==> config.mk <==
export PLATFORM = sky130hd
export DESIGN_NAME = bias_sweep_sequencer
export DESIGN_NICKNAME = d
export VERILOG_FILES = /design/src/rtl/bias_sweep_pkg.sv /design/src/rtl/bias_sweep_settle_timer.sv /design/src/rtl/bias_sweep_sequencer.sv
export SDC_FILE = /design/constraint.sdc
export NUM_CORES = 1
export LEC_CHECK = 0
export CAP_MARGIN = 20
export CORE_MARGIN = 3
export CORE_UTILIZATION = 40
export DETAILED_ROUTE_END_ITERATION = 7
export PLACE_DENSITY = 0.59
export SYNTH_ARGS = -nofsm -noshare
export SYNTH_HDL_FRONTEND = slang
export SYNTH_SLANG_ARGS = --single-unit
==> constraint.sdc <==
create_clock -name clk -period 4.3 [get_ports clk]
set_clock_uncertainty 0.1 [all_clocks]
set_input_delay 0.86 -clock clk [delete_from_list [all_inputs] [get_ports clk]]
set_output_delay 0.86 -clock clk [all_outputs]
set_load 0.01 [all_outputs]
==> src/rtl/bias_sweep_pkg.sv <==
// bias_sweep_pkg
// Shared types and constants for the bias sweep sequencer:
//   - state_t     : sequencer FSM states
//   - DEF_*       : default parameter values for the sequencer
//   - res_width() : result/accumulator width (ADC_W + AVG_LOG2)
package bias_sweep_pkg;

    typedef enum logic [2:0] {
        IDLE   = 3'd0,
        APPLY  = 3'd1,
        SETTLE = 3'd2,
        SAMPLE = 3'd3,
        ACCUM  = 3'd4,
        EMIT   = 3'd5,
        FINISH = 3'd6
    } state_t;

    localparam int DEF_DAC_W      = 8;
    localparam int DEF_ADC_W      = 12;
    localparam int DEF_SETTLE_CYC = 64;
    localparam int DEF_AVG_LOG2   = 2;

    // The sum of 2^avg_log2 samples of adc_w bits fits in adc_w + avg_log2
    // bits, so the accumulator never overflows.
    function automatic int res_width(input int adc_w, input int avg_log2);
        return adc_w + avg_log2;
    endfunction

endpackage

==> src/rtl/bias_sweep_settle_timer.sv <==
// bias_sweep_settle_timer
// Loadable down-counter used to time the analog settle interval after each
// DAC update.
// Ports:
//   clk, rst  : clock, asynchronous active-high reset
//   load      : load load_val (has priority over dec)
//   load_val  : value loaded into the counter
//   dec       : decrement by one while non-zero
//   expired   : counter is zero
module bias_sweep_settle_timer #(
    parameter int CNT_W = 7
) (
    input  logic             clk,
    input  logic             rst,
    input  logic             load,
    input  logic [CNT_W-1:0] load_val,
    input  logic             dec,
    output logic             expired
);

    logic [CNT_W-1:0] count_reg;

    always_ff @(posedge clk or posedge rst) begin
        if (rst) begin
            count_reg <= '0;
        end else if (load) begin
            count_reg <= load_val;
        end else if (dec && (count_reg != '0)) begin
            count_reg <= count_reg - 1'b1;
        end
    end

    assign expired = (count_reg == '0);

endmodule

==> src/rtl/bias_sweep_sequencer.sv <==
// bias_sweep_sequencer
// Steps the bias-current DAC through a programmed sweep, waits a settle
// interval after each step, collects 2^AVG_LOG2 ADC samples and emits the
// summed result once per step.
// Ports:
//   clk, rst                 : clock, asynchronous active-high reset
//   start                    : one-cycle pulse, begins a sweep when idle
//   abort                    : level, ends the sweep at the next clock
//   code_start/step, n_steps : sweep configuration (step/n_steps 0 -> 1)
//   dac_code, dac_en         : bias DAC code and source enable
//   adc_req/adc_ack/adc_data : sample handshake (req held until ack)
//   res_valid/step/value     : one-cycle result strobe with step index and sum
//   busy, done               : not idle / one-cycle end-of-sweep pulse
// Optional build macro BIAS_SWEEP_DELTA_EN: res_value carries the two's-
// complement difference between this step's sum and the previous step's sum
// (step 0 reports its own sum).
module bias_sweep_sequencer
    import bias_sweep_pkg::*;
#(
    parameter int DAC_W      = DEF_DAC_W,
    parameter int ADC_W      = DEF_ADC_W,
    parameter int SETTLE_CYC = DEF_SETTLE_CYC,
    parameter int AVG_LOG2   = DEF_AVG_LOG2
) (
    input  logic                      clk,
    input  logic                      rst,
    input  logic                      start,
    input  logic                      abort,
    input  logic [DAC_W-1:0]          code_start,
    input  logic [DAC_W-1:0]          code_step,
    input  logic [DAC_W-1:0]          n_steps,
    output logic [DAC_W-1:0]          dac_code,
    output logic                      dac_en,
    output logic                      adc_req,
    input  logic                      adc_ack,
    input  logic [ADC_W-1:0]          adc_data,
    output logic                      res_valid,
    output logic [DAC_W-1:0]          res_step,
    output logic [ADC_W+AVG_LOG2-1:0] res_value,
    output logic                      busy,
    output logic                      done
);

    localparam int RES_W = res_width(ADC_W, AVG_LOG2);
    localparam int SET_W = $clog2(SETTLE_CYC + 1);
    localparam int CNT_W = AVG_LOG2 + 1;
    localparam logic [SET_W-1:0] SETTLE_LOAD = SET_W'(SETTLE_CYC - 1);
    localparam logic [CNT_W-1:0] N_SAMP      = CNT_W'(1 << AVG_LOG2);

    state_t             state_reg;
    state_t             state_next;
    logic [DAC_W-1:0]   dac_code_reg;
    logic               dac_en_reg;
    logic [DAC_W-1:0]   step_idx_reg;
    logic [DAC_W-1:0]   code_step_reg;
    logic [DAC_W-1:0]   n_steps_reg;
    logic [CNT_W-1:0]   sample_cnt_reg;
    logic [RES_W-1:0]   acc_reg;
    logic [DAC_W-1:0]   res_step_reg;
    logic [RES_W-1:0]   res_value_reg;
    logic               settle_expired;
    logic               last_step;
`ifdef BIAS_SWEEP_DELTA_EN
    logic [RES_W-1:0]   prev_sum_reg;
`endif

    assign last_step = (step_idx_reg == (n_steps_reg - 1'b1));

    bias_sweep_settle_timer #(
        .CNT_W (SET_W)
    ) u_settle_timer (
        .clk      (clk),
        .rst      (rst),
        .load     (state_reg == APPLY),
        .load_val (SETTLE_LOAD),
        .dec      (state_reg == SETTLE),
        .expired  (settle_expired)
    );

    always_comb begin
        state_next = state_reg;
        case (state_reg)
            IDLE:    if (start) state_next = APPLY;
            APPLY:   state_next = SETTLE;
            SETTLE:  if (settle_expired) state_next = SAMPLE;
            SAMPLE:  if (adc_ack) state_next = ACCUM;
            ACCUM:   state_next = (sample_cnt_reg == N_SAMP) ? EMIT : SAMPLE;
            EMIT:    state_next = last_step ? FINISH : APPLY;
            FINISH:  state_next = IDLE;
            default: state_next = IDLE;
        endcase
        // Abort overrides every other transition once a sweep is running.
        // In IDLE a simultaneous start wins; abort then acts one cycle later.
        if (abort && (state_reg != IDLE) && (state_reg != FINISH)) begin
            state_next = FINISH;
        end
    end

    always_ff @(posedge clk or posedge rst) begin
        if (rst) begin
            state_reg      <= IDLE;
            dac_code_reg   <= '0;
            dac_en_reg     <= 1'b0;
            step_idx_reg   <= '0;
            code_step_reg  <= '0;
            n_steps_reg    <= '0;
            sample_cnt_reg <= '0;
            acc_reg        <= '0;
            res_step_reg   <= '0;
            res_value_reg  <= '0;
`ifdef BIAS_SWEEP_DELTA_EN
            prev_sum_reg   <= '0;
`endif
        end else begin
            state_reg <= state_next;

            case (state_reg)
                IDLE: begin
                    if (start) begin
                        code_step_reg  <= (code_step == '0) ? DAC_W'(1) : code_step;
                        n_steps_reg    <= (n_steps == '0) ? DAC_W'(1) : n_steps;
                        dac_code_reg   <= code_start;
                        step_idx_reg   <= '0;
                        sample_cnt_reg <= '0;
                        acc_reg        <= '0;
                    end
                end
                APPLY: begin
                    if (state_next == SETTLE) dac_en_reg <= 1'b1;
                end
                SAMPLE: begin
                    if (state_next == ACCUM) begin
                        acc_reg        <= acc_reg + RES_W'(adc_data);
                        sample_cnt_reg <= sample_cnt_reg + 1'b1;
                    end
                end
                EMIT: begin
                    acc_reg        <= '0;
                    sample_cnt_reg <= '0;
                    if (state_next == APPLY) begin
                        step_idx_reg <= step_idx_reg + 1'b1;
                        dac_code_reg <= dac_code_reg + code_step_reg;
                    end
                end
                default: ;
            endcase

            // Result registers are loaded on the way into EMIT so that they
            // line up with the res_valid strobe decoded from EMIT.
            if ((state_reg == ACCUM) && (state_next == EMIT)) begin
                res_step_reg <= step_idx_reg;
`ifdef BIAS_SWEEP_DELTA_EN
                res_value_reg <= (step_idx_reg == '0) ? acc_reg : (acc_reg - prev_sum_reg);
                prev_sum_reg  <= acc_reg;
`else
                res_value_reg <= acc_reg;
`endif
            end

            // Entering FINISH (normal end or abort) switches the bias source
            // off and clears the sweep counters while done is asserted.
            if ((state_next == FINISH) && (state_reg != FINISH)) begin
                dac_en_reg     <= 1'b0;
                dac_code_reg   <= '0;
                step_idx_reg   <= '0;
                sample_cnt_reg <= '0;
                acc_reg        <= '0;
            end
        end
    end

    // adc_req is gated by abort so the request drops in the abort cycle.
    assign adc_req   = (state_reg == SAMPLE) && !abort;
    assign res_valid = (state_reg == EMIT);
    assign busy      = (state_reg != IDLE);
    assign done      = (state_reg == FINISH);
    assign dac_code  = dac_code_reg;
    assign dac_en    = dac_en_reg;
    assign res_step  = res_step_reg;
    assign res_value = res_value_reg;

endmodule

==> key figures, run 1 <==
STA
  • Period utilization: 84.8%
  • Worst path setup slack after routing: 0.656 ns
  • Worst slew margin relative to its limit: 41.7%
  • Final count of hold timing violations: 0
  • Unrepaired setup endpoints after global routing: false
  • Max-slew violations: 0
  • Final setup violation count: 0
  • Slew of the pin with the lowest slew margin: 0.872 ns
  • Total negative slack for setup checks: 0 ns
  • Maximum clock rate: 274 MHz
  • Final critical delay including setup and external delays: 3.64 ns

Finish
  • Share of final-layout standard cells stronger than drive strength 1: 13.3%
  • Area growth from synthesis to layout: 24.3%
  • Antenna diode count: 0
  • Sequential Area: 2050 um^2
  • Filler Cell Count: 1048
  • Total area of multi-input combinational cells: 2550 um^2
  • Final net count: 611
  • Final Util: 51.4%

Clock tree
  • Number of buffers inserted for hold repair after clock tree synthesis: 0
  • Num CTS Buffers: 9
  • Post-cts gate resize count: 0
  • H-tree depth: 3
  • TritonCTS clock tree: yes
  • Count of buffers added by post-CTS timing repair for setup: 0
  • Buffer levels on the longest clock path: 2
  • Clock transition at the registers of the reported paths: 0.06 ns
  • Latest clock arrival within the worst-skew pair: 0.34 ns
  • Number of clock sinks: 82
  • Clock tree root driver cell: clkbuf_16

GRT
  • Global Route Usage Sum: 17.4%
  • Wire length of the first global-routing pass: 18.5 mm
  • Maximum number of pins on one net before global-route repair: 51
  • Total gr overflow: 0
  • Initial antenna violation count: 0
  • Via count of the first global-routing pass: 3758

Logic synthesis
  • Number of storage elements in the synthesis netlist: 82
  • Top cell type by total area after synthesis: dfrtp_1
  • Count of distinct cell types in the synthesized netlist: 65
  • Mapped cell area: 4780 um^2
  • Per-instance average area after synthesis: 10.2 um^2
  • Most common flop cell mapped by yosys: dfrtp_1
  • Count of flip-flops with a built-in enable after synthesis: 0
  • Ranking of synthesized cells by instance count: dfrtp_1 (82), nand2_1 (57), mux2_2 (33)
  • Post-synthesis cell count: 468
  • Share of the synthesized area in the top cell type: 42.9%
  • Async set or reset register ratio after synthesis: 100%
  • Sequential cell area fraction in the yosys report: 42.9%
  • YS warnings: 0
  • Most frequent cell after synthesis: dfrtp_1
  • Top cells by area in the synthesized netlist: dfrtp_1 (43%), mux2_2 (7.8%), ha_1 (6.5%), nand2_1 (4.5%), o21ai_0 (2.8%)
  • Number of nets in the synthesized netlist: 536

Drt
  • Total number of vias: 3711
  • 1st-pass router iterations: 6
  • Residual DRC count: 0
  • Remaining antenna violation count after routing: 0
  • Wirelength per Cell: 15.3 um
  • Routed vias/inst: 5.38
  • Violation count after the first detailed-route iteration: 161
  • Routed Wire Length: 10.6 mm

Power
  • Static leakage power: 2.56 nW
  • Combinational power share: 42.0%
  • Fraction of power consumed by the clock network: 22.6%
  • Cell-internal power: 2.03 mW
  • Pwr/cell area: 553 nW/um^2
  • Sequential Power Share: 35.4%
  • Switching power: 1.26 mW
  • Sw Share: 38.2%
  • IR Drop Worst-Case VDD: 195 uV

Setup path
  • Largest fanout on the critical path: 12
  • Element type at the critical path start: primary input
  • Crit path capture: adc_req
  • Minimum setup slack among reg-to-reg paths: 1.56 ns
  • Depth of the worst register-to-register path: 8
  • Classification of the worst setup path: primary input to output pin
  • Crit end category: output pin
  • Crit path required time: 3.34 ns
  • Start of the worst register-to-register path: n_steps_reg[0]
  • Data arrival, critical path: 2.68 ns
  • Reg-to-reg endpoint: dac_code[7]
  • Launching element of the worst setup path: abort

Placement
  • Port Buffer Count: 75
  • Final GP Congestion: 0.809
  • Dpl ws: 0.672 ns
  • Post-DP HPWL: 7.61 mm

Floorplanning
  • Chip width: 115 um
  • Initial cell density of the core: 41.4%
  • Die Y-Extent: 115 um
  • Area enclosed by the die boundary: 13300 um^2
  • # IOs: 76
  • Std cell rows: 39
  • Std-Cell Core Area: 11600 um^2

Run
  • Max-cap violations: 0

Min path
  • Tightest Hold Check Type: flop to flop

Outcome
  • Status: complete, no violations
how the worst min path moves through the flow:
stage / end / depth (start not counted) / from
6_report: res_value[9] / 1 / res_value[9]
3_5_place_dp: res_value[0] / 1 / res_value[0]
3_3_place_gp: dac_en / 2 / dac_en
2_1_floorplan: acc_reg[2] / 2 / acc_reg[2]
4_1_cts: dac_en / 2 / dac_en
5_1_grt: code_step_reg[4] / 1 / code_step_reg[4]
through the flow:
step	cells	total power [mW]	hold WS [ns]	area, um^2
final	690	3.29	0.407	5950
after floorplan	468	2.22	0.362	4780
after global routing	690	3.58	0.432	5950
after detailed placement	675	2.56	0.395	5660
after CTS	690	3.33	0.410	5950
after global placement	675	2.53	0.383	5660
critical path, stage by stage:
cell and delay (ns):
clkdlybuf4s50_1 0.51, or2_2 0.48, inv_1 0.24, clkdlybuf4s50_1 0.58
layout by cell type (no fill, tap or decap), types with 3 or more instances in the layout:
| master | instances |
|---|---|
| xnor2_1 | 14 |
| mux2_2 | 33 |
| o21ai_0 | 27 |
| clkbuf_16 | 9 |
| buf_4 | 5 |
| clkinv_2 | 3 |
| a31oi_1 | 9 |
| nand2_1 | 57 |
| o211ai_1 | 6 |
| o31ai_1 | 16 |
| and3_1 | 5 |
| or3_1 | 4 |
| nand3b_1 | 6 |
| clkbuf_8 | 4 |
| o41ai_1 | 3 |
| nor4_1 | 4 |
| xor2_1 | 13 |
| ha_1 | 25 |
| dfrtp_1 | 82 |
| nor2b_1 | 8 |
| mux2i_1 | 5 |
| nor2_1 | 22 |
| nand3_1 | 7 |
| a211oi_1 | 4 |
| a21oi_1 | 14 |
| clkdlybuf4s50_1 | 75 |
| o21bai_1 | 3 |
| o21a_1 | 5 |
| nor3_1 | 10 |
| inv_1 | 21 |
layout make-up:
cell class | instances | share of cell area, %
inverter | 23 | 1.47
clock inverter | 2 | 0.168
multi-input combinational | 347 | 42.9
tap | 143 | 3.01
timing repair buffer | 80 | 13.2
clock buffer | 13 | 4.71
sequential | 82 | 34.5
routing by layer:
layer	global-route usage [%]	wire [um]	vias to the layer above
li1	-	-	1854
met1	24.5	5300	1763
met2	26.4	4600	81
met3	3.26	446	13
met4	6.89	197	0
met5	0	0	-
power groups by stage:
stage | logic, mW | clock network (mW) | registers [mW]
after floorplan | 1.10 | 0 | 1.12
after global placement | 1.35 | 0 | 1.17
after detailed placement | 1.39 | 0 | 1.18
after CTS | 1.40 | 0.771 | 1.17
after global routing | 1.58 | 0.803 | 1.20
final | 1.38 | 0.745 | 1.16
logic make-up after synthesis:
family / count (synthesis) / synth area share, %
AOI/OAI and AO/OA: 109 / 16.7
xor gates and xnor gates: 27 / 4.94
adders and majority gates: 27 / 7.37
buffers and inverters: 39 / 3.87
DFF: 82 / 42.9
muxes: 38 / 8.81
and+or+nand+nor: 146 / 15.5
Note: power is estimated with default switching activity, not from simulation.
==> run 2, diff against run 1 <==
--- a/config.mk
+++ b/config.mk
@@ -9,7 +9,7 @@
 export CORE_MARGIN = 3
 export CORE_UTILIZATION = 40
 export DETAILED_ROUTE_END_ITERATION = 7
-export PLACE_DENSITY = 0.59
+export PLACE_DENSITY = 0.62
 export SYNTH_ARGS = -nofsm -noshare
 export SYNTH_HDL_FRONTEND = slang
 export SYNTH_SLANG_ARGS = --single-unit
==> constraint.sdc (replaced) <==
create_clock -name clk -period 3.2 [get_ports clk]
set_clock_uncertainty 0.1 [all_clocks]
set_input_delay 0.64 -clock clk [delete_from_list [all_inputs] [get_ports clk]]
set_output_delay 0.64 -clock clk [all_outputs]
set_load 0.01 [all_outputs]
==> run 2 against run 1 <==
  * Clock power rose by 44%
  * Cell count grew 1.2%
  * Sequential power increased by 34%
  * Count of clock-buffer cells in the layout is 2 lower
  * Power up 37%
  * Sequential cell count did not move
  * Largest cell class unchanged
==> key figures, run 2 (synthesis gave the netlist of run 1 again) <==
Run
  • Max-cap violations: 0

Clock tree
  • Number of clock sinks: 82
  • Count of buffers added by post-CTS timing repair for setup: 0
  • H-tree depth: 3
  • Num CTS Buffers: 9
  • TritonCTS clock tree: yes
  • Latest clock arrival within the worst-skew pair: 0.34 ns
  • Clock tree root driver cell: clkbuf_16
  • Buffer levels on the longest clock path: 2
  • Post-cts gate resize count: 0
  • Number of buffers inserted for hold repair after clock tree synthesis: 0
  • Clock transition at the registers of the reported paths: 0.06 ns

Setup path
  • Family with the most delay on the worst path: buffers and inverters
  • Largest fanout on the critical path: 14
  • Data arrival, critical path: 2.12 ns
  • Crit path required time: 2.46 ns
  • Crit end category: output pin
  • Minimum setup slack among reg-to-reg paths: 0.72 ns
  • Library cell contributing the largest single delay on the critical path: dfrtp_1
  • Depth of the worst register-to-register path: 8
  • Reg-to-reg endpoint: dac_code[7]
  • Buffers and inverters on the worst path: 2
  • Crit path capture: adc_req
  • Launching element of the worst setup path: state_reg[0]
  • Cells along the critical path: nand3b_1, or2_2, inv_1, clkdlybuf4s50_1
  • Start of the worst register-to-register path: n_steps_reg[0]
  • Classification of the worst setup path: flop to output pin
  • Total number of cells along the worst setup path: 4
  • Element type at the critical path start: flop
  • Largest stage delay on the critical path: 0.62 ns

Floorplanning
  • Std-Cell Core Area: 11600 um^2
  • # IOs: 76
  • Std cell rows: 39
  • Die Y-Extent: 115 um
  • Chip width: 115 um
  • Initial cell density of the core: 41.4%
  • Area enclosed by the die boundary: 13300 um^2

STA
  • Total negative slack for setup checks: 0 ns
  • Worst hold-check slack: 0.402 ns
  • Final setup violation count: 0
  • Slew of the pin with the lowest slew margin: 0.668 ns
  • Unrepaired setup endpoints after global routing: false
  • Final critical delay including setup and external delays: 2.86 ns
  • Worst slew margin relative to its limit: 55.3%
  • Max-slew violations: 0
  • Maximum clock rate: 350 MHz
  • Period utilization: 89.4%
  • Final count of hold timing violations: 0

Placement
  • Final GP Congestion: 0.857
  • Post-DP HPWL: 7.62 mm
  • Port Buffer Count: 75
  • Number of instances in the placed design: 682
  • Post-detailed-placement cell area: 5720 um^2

Drt
  • Remaining antenna violation count after routing: 0
  • WL met3: 420 um
  • Met2 Wirelength: 4.83 mm
  • Uppermost metal layer occupied by signal nets: met4
  • Routed vias/inst: 5.41
  • Met1 WL: 5.39 mm
  • Violation count after the first detailed-route iteration: 151
  • 1st-pass router iterations: 4
  • Residual DRC count: 0
  • Wirelength per Cell: 15.5 um
  • Routed Wire Length: 10.8 mm
  • Total number of vias: 3773

GRT
  • Maximum number of pins on one net before global-route repair: 83
  • Initial antenna violation count: 0
  • Global Route Usage Sum: 17.3%
  • Via count of the first global-routing pass: 3789
  • Total gr overflow: 0
  • Wire length of the first global-routing pass: 18.3 mm

Finish
  • Area growth from synthesis to layout: 26.0%
  • Sequential Area: 2050 um^2
  • Post-route insts no fill: 698
  • Commonest non-fill, non-tap cells in the layout: dfrtp_1 (82), clkdlybuf4s50_1 (75), nand2_1 (57), mux2_2 (33), o21ai_0 (27)
  • Most common library cell in the layout ignoring fill and taps: dfrtp_1
  • Filler Cell Count: 1036
  • Total area of multi-input combinational cells: 2550 um^2
  • Final net count: 618
  • Antenna diode count: 0
  • Share of final-layout standard cells stronger than drive strength 1: 14.6%
  • Final non-filler cell area: 6030 um^2

Min path
  • Hold Path Stages: 2
  • Hold Crit Start: dac_en
  • Tightest Hold Check Type: flop to flop

Power
  • Final Power: 4.52 mW
  • Pwr/cell area: 750 nW/um^2
  • IR Drop Worst-Case VDD: 306 uV
  • Static leakage power: 2.60 nW

Outcome
  • Status: complete, no violations
run 2: cell count changes in the layout (fill, tap and decap cells not counted):
cell / previous run / this run
clkinv_2: 3 / 4
bufinv_16: 0 / 1
buf_4: 5 / 11
buf_12: 0 / 1
clkbuf_8: 4 / 2
clkinvlp_4: 0 / 1
run 2: metrics by stage:
stage	setup slack (ns)	utilization (%)
global route	0.182	52.1
global placement	0.122	49.5
floorplan	0.352	-
detailed placement	0.0603	49.5
CTS	0.322	52.1
finish	0.341	52.1
run 2: report_power, final:
group	leakage, nW	internal [mW]	switching (mW)	total (mW)
registers	1.08	1.29	0.278	1.56
clock network	0.151	0.643	0.429	1.07
logic	1.38	0.864	1.02	1.89
total	2.60	2.79	1.73	4.52
run 2: how the worst min path moves through the flow:
stage,to,slack [ns]
after floorplan,acc_reg[2],0.36
after global placement,dac_en,0.39
after detailed placement,dac_en,0.39
after CTS,dac_en,0.41
after global routing,res_step[5],0.42
final,dac_en,0.40
run 2: routing by layer:
layer | vias up | GRT usage (%)
met5 | - | 0
met4 | 0 | 6.57
met3 | 10 | 3.42
met2 | 58 | 26.9
met1 | 1850 | 24.0
li1 | 1855 | -
run 2: worst reg2reg max path, stage by stage (launching register included):
cell and delay [ns]:
dfrtp_1 0.42, inv_1 0.08, ha_1 0.22, nor2b_1 0.15, or3_1 0.37, a311oi_2 0.24
o211ai_2 0.24, o21ai_4 0.40, o41ai_1 0.13
run 2: layout make-up:
class,count,area share [%]
inverters,23,1.45
clock buffers,11,4.19
repair buffers,87,14.2
flip-flops and latches,82,34.0
multi-input cells,347,42.3
well taps,143,2.97
clock inverters,5,0.872
